===== config.mk =====
export PLATFORM = sky130hd
export DESIGN_NAME = bcd_speed_sched
export DESIGN_NICKNAME = d
export VERILOG_FILES = /design/src/rtl/bcd_speed_sched.sv
export SDC_FILE = /design/constraint.sdc
export NUM_CORES = 1
export LEC_CHECK = 0
export CORE_ASPECT_RATIO = 1.1
export CORE_UTILIZATION = 45
export CTS_CLUSTER_DIAMETER = 200
export DETAILED_ROUTE_END_ITERATION = 8
export PLACE_DENSITY = 0.73
export REMOVE_ABC_BUFFERS = 1
export SYNTH_ARGS = -nofsm -noshare
export SYNTH_HDL_FRONTEND = slang
export SYNTH_SLANG_ARGS = --single-unit
export TNS_END_PERCENT = 5

===== constraint.sdc =====
create_clock -name clk -period 4.2 [get_ports clk]
set_input_delay 0.63 -clock clk [delete_from_list [all_inputs] [get_ports clk]]
set_output_delay 0.63 -clock clk [all_outputs]
set_load 0.01 [all_outputs]

===== src/rtl/bcd_speed_sched.sv =====
// Round-robin scheduler driving a downstream 2-speed BCD counter.
// One requester at a time is granted. While it is granted, the scheduler steps
// the counter toward that requester's target. It uses +2 steps when the target
// is far away and +1 steps when it is close, so the counter never passes the
// target. Requests that arrive while busy wait until the scheduler is idle.
//
//  state | meaning
//  IDLE  | no grant; arbitrate among pending requests
//  GRANT | winner granted; its target is latched into r_tgt_q at the exit edge
//  RUN   | stepping the counter until the distance to the target is zero
//  DONE  | one-cycle completion pulse to the winner
module bcd_speed_sched #(
  parameter int FAST_MIN = 4
) (
  input  logic       clk,
  input  logic       rst,
  input  logic [1:0] req,
  input  logic [3:0] tgt0,
  input  logic [3:0] tgt1,
  input  logic [3:0] y,
  output logic       cnt_en,
  output logic       sel,
  output logic [1:0] gnt,
  output logic [1:0] done,
  output logic       busy
);

  localparam logic [3:0] FAST_MIN_L = 4'(FAST_MIN);

  typedef enum logic [1:0] {IDLE, GRANT, RUN, DONE} state_t;

  state_t     r_state;
  state_t     w_next;
  logic       r_ptr;
  logic       r_win;
  logic [3:0] r_tgt_q;

  logic       w_pick;
  logic       w_win_req;
  logic [1:0] w_onehot;
  logic [3:0] w_tgt_sel;
  logic [3:0] w_tgt_clamp;
  logic [4:0] w_sum;
  logic [3:0] w_dist;

  assign w_win_req   = req[r_win];
  assign w_onehot    = r_win ? 2'b10 : 2'b01;
  assign w_tgt_sel   = r_win ? tgt1 : tgt0;
  assign w_tgt_clamp = (w_tgt_sel > 4'd9) ? 4'd9 : w_tgt_sel;
  // Offset by 20 so that y values above 9 still give a non-negative sum
  assign w_sum       = {1'b0, r_tgt_q} + 5'd20 - {1'b0, y};

  // Round-robin pick: ptr decides only when both requesters are asking
  always_comb begin
    w_pick = 1'b0;
    if (req == 2'b11) w_pick = r_ptr;
    else              w_pick = req[1];
  end

  // Remaining distance (tgt_q - y) mod 10
  always_comb begin
    w_dist = 4'd0;
    if (w_sum >= 5'd20)      w_dist = 4'(w_sum - 5'd20);
    else if (w_sum >= 5'd10) w_dist = 4'(w_sum - 5'd10);
    else                     w_dist = 4'(w_sum);
  end

  // State, winner, pointer and target registers
  always_ff @(posedge clk) begin
    if (rst) begin
      r_state <= IDLE;
      r_ptr   <= 1'b0;
      r_win   <= 1'b0;
      r_tgt_q <= 4'd0;
    end else begin
      r_state <= w_next;
      if (r_state == IDLE && req != 2'b00) begin
        r_win <= w_pick;
        r_ptr <= ~w_pick;
      end
      if (r_state == GRANT) r_tgt_q <= w_tgt_clamp;
    end
  end

  // Next-state and output decode; a dropped winner request aborts GRANT/RUN
  always_comb begin
    w_next = r_state;
    cnt_en = 1'b0;
    sel    = 1'b0;
    gnt    = 2'b00;
    done   = 2'b00;
    busy   = (r_state != IDLE);
    case (r_state)
      IDLE: begin
        if (req != 2'b00) w_next = GRANT;
      end
      GRANT: begin
        gnt = w_onehot;
        if (!w_win_req) w_next = IDLE;
        else            w_next = RUN;
      end
      RUN: begin
        gnt = w_onehot;
        if (!w_win_req) begin
          w_next = IDLE;
        end else if (w_dist == 4'd0) begin
          w_next = DONE;
        end else begin
          cnt_en = 1'b1;
          sel    = (w_dist >= FAST_MIN_L);
        end
      end
      DONE: begin
        gnt    = w_onehot;
        done   = w_onehot;
        w_next = IDLE;
      end
      default: w_next = IDLE;
    endcase
  end

endmodule


==> impl_metrics.py, run 1 <==
metrics = {
    "clock_tree": {
        "cts_buffers": 3,
        "cts_tree": "done",
        "clkTransAtPathRegs_ps": 50,
        "clock_latency_ps": 260,
        "ctsRootBufferMaster": "clkbuf_4",
        "clock_sinks": 8,
        "ctsHoldBuffers": 0,
        "htreeDepth": 1,
        "cts.path.max_buffers": 2,
    },
    "min_path": {
        "hold_path_class": "reg -> reg",
        "min_from": "r_tgt_q[2]",
        "holdPathEnd": "r_tgt_q[2]",
        "whs_path_depth": 2,
    },
    "sta": {
        "skew_ps": 1.85,
        "worst_slack_ps": 206,
        "timing.fmax_ghz": 0.250,
        "slew_viol_final": 0,
        "hold_viol": 0,
        "post-route-period-util_pct": 95.1,
        "min_period_ps": 3990,
        "relSlewSlack_pct": 72.9,
        "max_slew.worst_pin.slew_ps": 407,
        "rsz0062_at_grt": "no",
        "setup_viol": 0,
        "hold_ws_ps": 456,
    },
    "synth": {
        "synth_ff_type": "dfxtp_1",
        "yosys.area.top_type_share_pct": 20.5,
        "ys_top_cells_by_area": "dfxtp_1 (20%), ha_1 (16%), inv_1 (6.7%)",
        "yosysTopAreaCell": "dfxtp_1",
        "synthArstFlopShare_pct": 0,
        "yosys-top-cells-count": "inv_1 (14), nor2_1 (13), ha_1 (10), a21oi_1 (8), dfxtp_1 (8)",
        "synth_most_common_cell": "inv_1",
        "synthCells": 102,
        "synth_seq_cells": 8,
        "synth-edff-count": 0,
        "yosys_warnings": 0,
        "postSynthAreaPerCell_sq_um": 7.67,
        "synth_area_sq_um": 782,
        "synth_seq_area_share_pct": 20.5,
        "ys_types": 35,
    },
    "detailed_routing": {
        "via_per_inst": 5.43,
        "drcViolationCount": 0,
        "route.vias.total": 804,
        "post_drt_wl_per_cell_um": 11.8,
        "drtAntennaViolNets": 0,
        "drt-initial-drc-count": 7,
        "wl_mm": 1.75,
        "drtPass1Iterations": 4,
    },
    "floorplan": {
        "dieArea_sq_um": 1910,
        "die_y_um": 45.7,
        "io_pins": 23,
        "num_rows": 15,
        "start_util_pct": 49.0,
        "core_sq_um": 1600,
        "dieWidth_um": 41.7,
    },
    "grt": {
        "grt_overflow_total": 0,
        "grt_first_pass_wirelength_mm": 2.88,
        "grt_pass1_vias": 719,
        "grt_max_degree": 11,
        "grtUsageTotal_pct": 20.1,
        "antenna_found_initial": 0,
    },
    "power": {
        "cellPowerDensity_nw_per_um2": 425,
        "leakagePower_nw": 0.484,
        "p_comb_share_pct": 65.6,
        "p_sw_share_pct": 40.1,
        "vdd_drop_max_v": 0.000298,
        "p_clk_share_pct": 12.6,
        "internal_power_mw": 0.292,
        "p_sw_mw": 0.195,
        "power_frac_seq_pct": 21.8,
    },
    "outcome": {
        "status": "finished, final reports clean",
    },
    "layout": {
        "fillCellCount": 141,
        "drive_above_1_share_pct": 22.1,
        "register_area_sq_um": 160,
        "synthToLayoutAreaGrowth_pct": 46.4,
        "nets": 160,
        "antenna_cells": 0,
        "multi_input_area_sq_um": 611,
    },
    "worst_setup_path": {
        "end_kind": "primary output",
        "crit_required_ps": 3570,
        "critPathArrivalTime_ps": 3360,
        "rrSetupSlack_ps": 1470,
        "path_class": "in -> out",
        "r2r-end": "r_state[0]",
        "timing.rr.start": "r_tgt_q[1]",
        "crit_path_start": "y[0]",
        "rr_worst_depth": 13,
        "start_kind": "input port",
        "path_max_fanout": 5,
    },
    "placed_design": {
        "pre_cts_ws_ps": -344,
        "place_hpwl_mm": 1.31,
        "gp_congestion": 0.946,
        "io_buffer_count": 22,
    },
    "flow_run": {
        "maxCapViolCount": 0,
    },
}
## cell usage in the layout, fill, tap and decap left out, drive strengths merged, types with 2 or more instances in the layout
cell type / n
a211oi: 2
a21oi: 8
and3: 3
buf: 9
clkbuf: 3
clkdlybuf4s50: 19
dfxtp: 8
ha: 10
inv: 14
mux2: 2
mux2i: 4
nand2: 8
nand3: 3
nor2: 13
nor2b: 2
nor3: 3
o21ai: 2
## through the flow
stage                     utilization [%]  power, mW  cell area [sq um]  TNS [ps]  std cells
after floorplan                         -      0.288                766         0         98
after global placement               66.0      0.378               1050      -305        143
after detailed placement             66.0      0.385               1050      -433        143
after CTS                            67.5      0.449               1080     -7.21        146
after global routing                 71.8      0.533               1140         0        148
final                                71.8      0.487               1140         0        148
## power groups by stage
stage	Sequential (mW)	Clock (mW)	Combinational [mW]
3_5_place_dp	0.107	0	0.278
2_1_floorplan	0.103	0	0.186
5_1_grt	0.108	0.0670	0.358
3_3_place_gp	0.106	0	0.272
6_report	0.106	0.0613	0.320
4_1_cts	0.106	0.0618	0.281
## worst max path at each step
stage / slack [ps] / cells past startpoint / end
5_1_grt: 70 / 15 / cnt_en
3_5_place_dp: -340 / 13 / cnt_en
4_1_cts: -7 / 13 / cnt_en
6_report: 210 / 15 / cnt_en
3_3_place_gp: -270 / 13 / cnt_en
2_1_floorplan: 650 / 11 / cnt_en
## flip-flops by register name (all words and copies together), names as in the netlist
signal   flops
r_ptr        1
r_state      2
r_tgt_q      4
r_win        1
## routing by layer
metal | vias up | global-route usage [%] | part of all wire, %
met5 | - | 0 | 0
met4 | 0 | 5.81 | 0.74
met3 | 2 | 7.14 | 4.3
met2 | 18 | 34.7 | 49
met1 | 376 | 23.9 | 46
li1 | 408 | - | -
## what timing repair did
item,4_1_cts,5_1_grt
setup buffers,0,2
pin swaps,1,9
endpoints found under the setup margin,2,2
resized for setup,5,14
## critical path: stages
cell,delay (ps)
clkdlybuf4s50_1,410
ha_1,190
inv_1,50
ha_2,170
inv_1,60
fa_2,650
inv_2,40
ha_1,170
nand3b_1,130
buf_4,120
nand4_1,100
a211oi_2,200
nor2_1,90
a31oi_1,180
buf_2,160
## final cells by class
cell class / instances / area share [%]
clock buffers: 3 / 1.97
inverters: 14 / 4.59
multi-input cells: 76 / 53.3
flip-flops and latches: 8 / 14.0
well taps: 17 / 1.86
repair buffers: 30 / 24.3
## logic make-up (layout without fill, tap and decap cells)
kind of cell    after synthesis  after routing  synth area share [%]
fa+ha+maj                    11             11                  18.6
compound gates               19             19                  15.7
mux                           6              6                  9.60
flops                         8              8                  20.5
buf+inv                      18             47                  8.80
simple gates                 38             38                  23.7
xor+xnor                      2              2                  3.20
(Power assumes the default switching activity.)
==> run 2: changes to the inputs <==
--- a/config.mk
+++ b/config.mk
@@ -11,6 +11,7 @@
 export DETAILED_ROUTE_END_ITERATION = 8
 export PLACE_DENSITY = 0.73
 export REMOVE_ABC_BUFFERS = 1
+export SKIP_LAST_GASP = 1
 export SYNTH_ARGS = -nofsm -noshare
 export SYNTH_HDL_FRONTEND = slang
 export SYNTH_SLANG_ARGS = --single-unit
==> impl_metrics.py, run 2 (synthesized netlist as in run 1, its figures left out) <==
metrics = {
    "worst_setup_path": {
        "end_kind": "primary output",
        "rr_worst_depth": 12,
        "critPathSlowestCell": "fa_2",
        "crit_path_start": "y[1]",
        "timing.rr.start": "r_tgt_q[1]",
        "rrSetupSlack_ps": 1570,
        "r2r-end": "r_state[0]",
        "max_stage_delay_ps": 490,
        "path_max_fanout": 5,
        "path_cells": "clkdlybuf4s50_1 > inv_1 > ha_1 > ha_2 > inv_1 > fa_2 > ha_2 > a21boi_0 > or3_2 > a2bb2oi_2 > nor2_1 > a31oi_1 > buf_2",
        "critical-path-top-delay-family": "adder cells",
        "path_class": "in -> out",
        "crit_required_ps": 3570,
        "critPathArrivalTime_ps": 3420,
        "critPathBufInv": 4,
        "start_kind": "input port",
    },
    "layout": {
        "fin_cells": 147,
        "largest_reg_flops": 4,
        "fin_util_pct": 68.4,
        "nets": 159,
        "antenna_cells": 0,
        "final_cell_mix": "clkdlybuf4s50_1 (20), inv_1 (14), nor2_1 (13)",
        "fin_area_sq_um": 1090,
        "drive_above_1_share_pct": 17.7,
        "synthToLayoutAreaGrowth_pct": 39.5,
        "largest_register": "r_tgt_q",
        "layout_commonest_cell": "clkdlybuf4s50_1",
        "reg.largest.list": "r_tgt_q (4), r_state (2)",
    },
    "grt": {
        "grt_first_pass_wirelength_mm": 2.79,
        "antenna_found_initial": 0,
        "grt_overflow_total": 0,
        "grtUsageTotal_pct": 19.5,
        "grt_max_degree": 11,
        "grt_pass1_vias": 699,
    },
    "placed_design": {
        "dpl-instance-area_sq_um": 1050,
        "placedCellCount": 143,
        "io_buffer_count": 22,
        "gp_congestion": 0.946,
        "place_hpwl_mm": 1.31,
    },
    "sta": {
        "max_slew.worst_pin.slew_ps": 398,
        "skew_ps": 1.14,
        "post-route-period-util_pct": 96.5,
        "setup_tns_ps": 0,
        "min_period_ps": 4050,
        "timing.fmax_ghz": 0.247,
        "hold_viol": 0,
        "slew_viol_final": 0,
        "relSlewSlack_pct": 73.5,
        "rsz0062_at_grt": "yes",
        "setup_viol": 0,
    },
    "power": {
        "cellPowerDensity_nw_per_um2": 416,
        "finalPower_mw": 0.454,
        "p_comb_share_pct": 63.4,
        "power_frac_seq_pct": 23.3,
        "p_sw_share_pct": 39.8,
        "vdd_drop_max_v": 0.000264,
        "internal_power_mw": 0.274,
        "p_sw_mw": 0.181,
        "p_clk_share_pct": 13.3,
        "leakagePower_nw": 0.470,
    },
    "detailed_routing": {
        "drcViolationCount": 0,
        "wl_mm": 1.65,
        "drtPass1Iterations": 2,
        "drtAntennaViolNets": 0,
        "drt-initial-drc-count": 1,
        "route.vias.total": 788,
        "post_drt_wl_per_cell_um": 11.2,
        "via_per_inst": 5.36,
    },
    "clock_tree": {
        "ctsRootBufferMaster": "clkbuf_4",
        "clock_latency_ps": 260,
        "ctsHoldBuffers": 0,
        "clkTransAtPathRegs_ps": 50,
        "clock_sinks": 8,
        "cts.path.max_buffers": 2,
        "cts_buffers": 3,
        "cts_tree": "done",
        "htreeDepth": 1,
    },
    "min_path": {
        "holdPathEnd": "r_tgt_q[2]",
        "hold_path_class": "reg -> reg",
        "whs_path_depth": 2,
        "min_from": "r_tgt_q[2]",
    },
    "floorplan": {
        "die_y_um": 45.7,
        "dieWidth_um": 41.7,
        "io_pins": 23,
        "num_rows": 15,
        "dieArea_sq_um": 1910,
        "start_util_pct": 49.0,
        "core_sq_um": 1600,
    },
    "outcome": {
        "status": "finished, final reports clean",
    },
    "flow_run": {
        "maxCapViolCount": 0,
    },
}
-- run 2: cell count changes in the layout (fill, tap and decap cells not counted), moves of 2 or more --
| cell | delta |
|---|---|
| ha_4 | -3 |
| ha_1 | +2 |
| inv_1 | +2 |
| inv_2 | -2 |
-- run 2: what timing repair did --
item | CTS | global route
setup buffers | 0 | 1
gates resized for setup | 3 | 7
endpoints found under the setup margin | 2 | 2
pin swaps | 0 | 3
-- run 2: worst reg2reg max path, stage by stage, from the launching register on --
cell      delay (ps)
dfxtp_1          320
ha_1             280
ha_2             170
inv_1             50
fa_2             600
inv_1             60
ha_1             180
nand3b_1         130
nand2_2           60
o32a_1           310
mux2i_4          170
buf_4            130
a31o_1           120
-- run 2: final cells by class --
cell class | instances | area [sq um]
flip-flops and latches | 8 | 160
fillers | 151 | 504
clock buffers | 3 | 22.5
well taps | 17 | 21.3
multi-input cells | 76 | 567
inverters | 14 | 52.6
repair buffers | 29 | 268
-- run 2: stage by stage --
stage,hold WS (ps),setup WS (ps)
6_report,456,149
5_1_grt,481,-18.4
4_1_cts,457,-73.5
3_5_place_dp,448,-344
3_3_place_gp,445,-269
2_1_floorplan,426,654
-- run 2: how the worst max path moves through the flow --
| stage | endpoint | slack (ps) | depth (start not counted) |
|---|---|---|---|
| 2_1_floorplan | cnt_en | 650 | 11 |
| 3_3_place_gp | cnt_en | -270 | 13 |
| 3_5_place_dp | cnt_en | -340 | 13 |
| 4_1_cts | cnt_en | -70 | 13 |
| 5_1_grt | cnt_en | -20 | 15 |
| 6_report | cnt_en | 150 | 13 |
-- run 2: routing by layer --
| metal | track usage, % | vias up | part of all wire, % |
|---|---|---|---|
| li1 | - | 409 | - |
| met1 | 23.4 | 361 | 47 |
| met2 | 33.1 | 16 | 48 |
| met3 | 7.14 | 2 | 4.0 |
| met4 | 5.81 | 0 | 0.79 |
| met5 | 0 | - | 0 |
-- run 2: power by group through the flow --
stage                     Clock [mW]  Sequential, mW  Combinational (mW)
after floorplan                    0           0.103               0.186
after global placement             0           0.106               0.272
after detailed placement           0           0.107               0.278
after CTS                     0.0618           0.106               0.281
after global routing          0.0670           0.108               0.326
final                         0.0605           0.106               0.288
==> run 3: changes to the inputs <==
--- a/config.mk
+++ b/config.mk
@@ -6,10 +6,11 @@
 export NUM_CORES = 1
 export LEC_CHECK = 0
 export CORE_ASPECT_RATIO = 1.1
-export CORE_UTILIZATION = 45
+export CORE_UTILIZATION = 46
 export CTS_CLUSTER_DIAMETER = 200
 export DETAILED_ROUTE_END_ITERATION = 8
-export PLACE_DENSITY = 0.73
+export HOLD_SLACK_MARGIN = 0.1
+export PLACE_DENSITY = 0.74
 export REMOVE_ABC_BUFFERS = 1
 export SKIP_LAST_GASP = 1
 export SYNTH_ARGS = -nofsm -noshare
==> impl_metrics.py, run 3 (synthesized netlist as in run 1, its figures left out) <==
metrics = {
    "outcome": {
        "status": "finished, final reports clean",
    },
    "layout": {
        "final_cell_mix": "clkdlybuf4s50_1 (20), nor2_1 (13), inv_1 (13)",
        "synthToLayoutAreaGrowth_pct": 41.3,
        "fillCellCount": 144,
        "drive_above_1_share_pct": 19.7,
        "reg.largest.list": "r_tgt_q (4), r_state (2)",
        "largest_register": "r_tgt_q",
        "layout_commonest_cell": "clkdlybuf4s50_1",
        "largest_reg_flops": 4,
        "antenna_cells": 0,
        "nets": 161,
        "fin_area_sq_um": 1100,
    },
    "floorplan": {
        "core_sq_um": 1580,
        "dieArea_sq_um": 1870,
        "num_rows": 15,
        "start_util_pct": 49.6,
        "io_pins": 23,
        "die_y_um": 45.2,
        "dieWidth_um": 41.3,
    },
    "power": {
        "leakagePower_nw": 0.481,
        "p_sw_share_pct": 39.0,
        "cellPowerDensity_nw_per_um2": 421,
        "p_sw_mw": 0.181,
        "vdd_drop_max_v": 0.000267,
        "p_clk_share_pct": 13.0,
        "internal_power_mw": 0.284,
        "p_comb_share_pct": 64.5,
        "power_frac_seq_pct": 22.5,
    },
    "grt": {
        "grt_first_pass_wirelength_mm": 2.59,
        "grt_max_degree": 11,
        "grt_pass1_vias": 646,
        "grtUsageTotal_pct": 20.0,
        "grt_overflow_total": 0,
        "antenna_found_initial": 0,
    },
    "worst_setup_path": {
        "path_class": "in -> out",
        "rr_worst_depth": 13,
        "end_kind": "primary output",
        "path_max_fanout": 5,
        "critPathArrivalTime_ps": 3420,
        "crit_required_ps": 3570,
        "start_kind": "input port",
    },
    "sta": {
        "relSlewSlack_pct": 72.8,
        "timing.fmax_ghz": 0.247,
        "post-route-period-util_pct": 96.4,
        "min_period_ps": 4050,
        "max_slew.worst_pin.slew_ps": 408,
        "skew_ps": 0.435,
        "rsz0062_at_grt": "yes",
        "slew_viol_final": 0,
        "setup_viol": 0,
        "worst_slack_ps": 149,
        "hold_viol": 0,
    },
    "clock_tree": {
        "cts.path.max_buffers": 2,
        "ctsHoldBuffers": 0,
        "clkTransAtPathRegs_ps": 60,
        "cts_tree": "done",
        "htreeDepth": 1,
        "clock_sinks": 8,
        "clock_latency_ps": 260,
        "ctsRootBufferMaster": "clkbuf_4",
        "cts_buffers": 3,
    },
    "flow_run": {
        "maxCapViolCount": 0,
    },
    "placed_design": {
        "io_buffer_count": 22,
        "gp_congestion": 0.943,
        "pre_cts_ws_ps": -322,
        "dpl-instance-area_sq_um": 1050,
        "place_hpwl_mm": 1.32,
    },
    "min_path": {
        "hold_path_class": "reg -> reg",
        "whs_path_depth": 2,
    },
    "detailed_routing": {
        "route.vias.total": 774,
        "drtAntennaViolNets": 0,
        "via_per_inst": 5.19,
        "post_drt_wl_per_cell_um": 11.1,
        "drcViolationCount": 0,
        "drt-initial-drc-count": 19,
        "wl_mm": 1.65,
        "drtPass1Iterations": 4,
    },
}
run 3: power by group through the flow:
stage,combinational (mW),sequential (mW),clock (mW)
final,0.300,0.105,0.0606
after global routing,0.338,0.108,0.0656
after CTS,0.281,0.105,0.0615
after detailed placement,0.279,0.107,0
after global placement,0.272,0.106,0
after floorplan,0.186,0.103,0
run 3: path summary, 6_finish.rpt:
path / slack (ps) / startpoint / to
min: 460 / r_tgt_q[1] / r_tgt_q[1]
max reg2reg: 1510 / r_tgt_q[1] / r_state[0]
max: 150 / y[1] / sel
min reg2reg: 460 / r_tgt_q[1] / r_tgt_q[1]
run 3: cell type report:
class / instances / area, sq um / share of cell area, %
clock buffers: 3 / 22.5 / 2.04
inverters: 14 / 52.6 / 4.76
multi-input cells: 76 / 566 / 51.2
flip-flops and latches: 8 / 160 / 14.5
well taps: 17 / 21.3 / 1.93
repair buffers: 31 / 283 / 25.6
run 3: critical path: stages:
cell and delay [ps]:
clkdlybuf4s50_1 470, inv_1 50, ha_1 280, ha_2 190, inv_2 40, fa_2 580
inv_1 60, ha_1 170, nand3b_1 120, nand2_2 60, o32a_1 310, mux2i_4 170
nor2_1 60, clkdlybuf4s15_1 230
run 3: layer usage:
metal  vias up  part of all wire (%)  track usage (%)
li1        408                     -                -
met1       342                    46             26.7
met2        24                    48             31.6
met3         0                   5.7             5.91
met4         0                     0             3.87
met5         -                     0                0
run 3: stage by stage:
| stage | instances | power, mW | hold WS [ps] | setup TNS, ps | utilization, % |
|---|---|---|---|---|---|
| after floorplan | 98 | 0.288 | 426 | 0 | - |
| after global placement | 143 | 0.378 | 441 | -304 | 66.7 |
| after detailed placement | 143 | 0.386 | 450 | -438 | 66.7 |
| after CTS | 146 | 0.448 | 458 | -63.6 | 68.2 |
| after global routing | 149 | 0.512 | 483 | -29.0 | 70.1 |
| final | 149 | 0.466 | 457 | 0 | 70.1 |
run 3: what timing repair did:
action,CTS,global route
resized for setup,3,9
pin swaps,0,4
buffers inserted,0,3
endpoints found under the setup margin,2,2
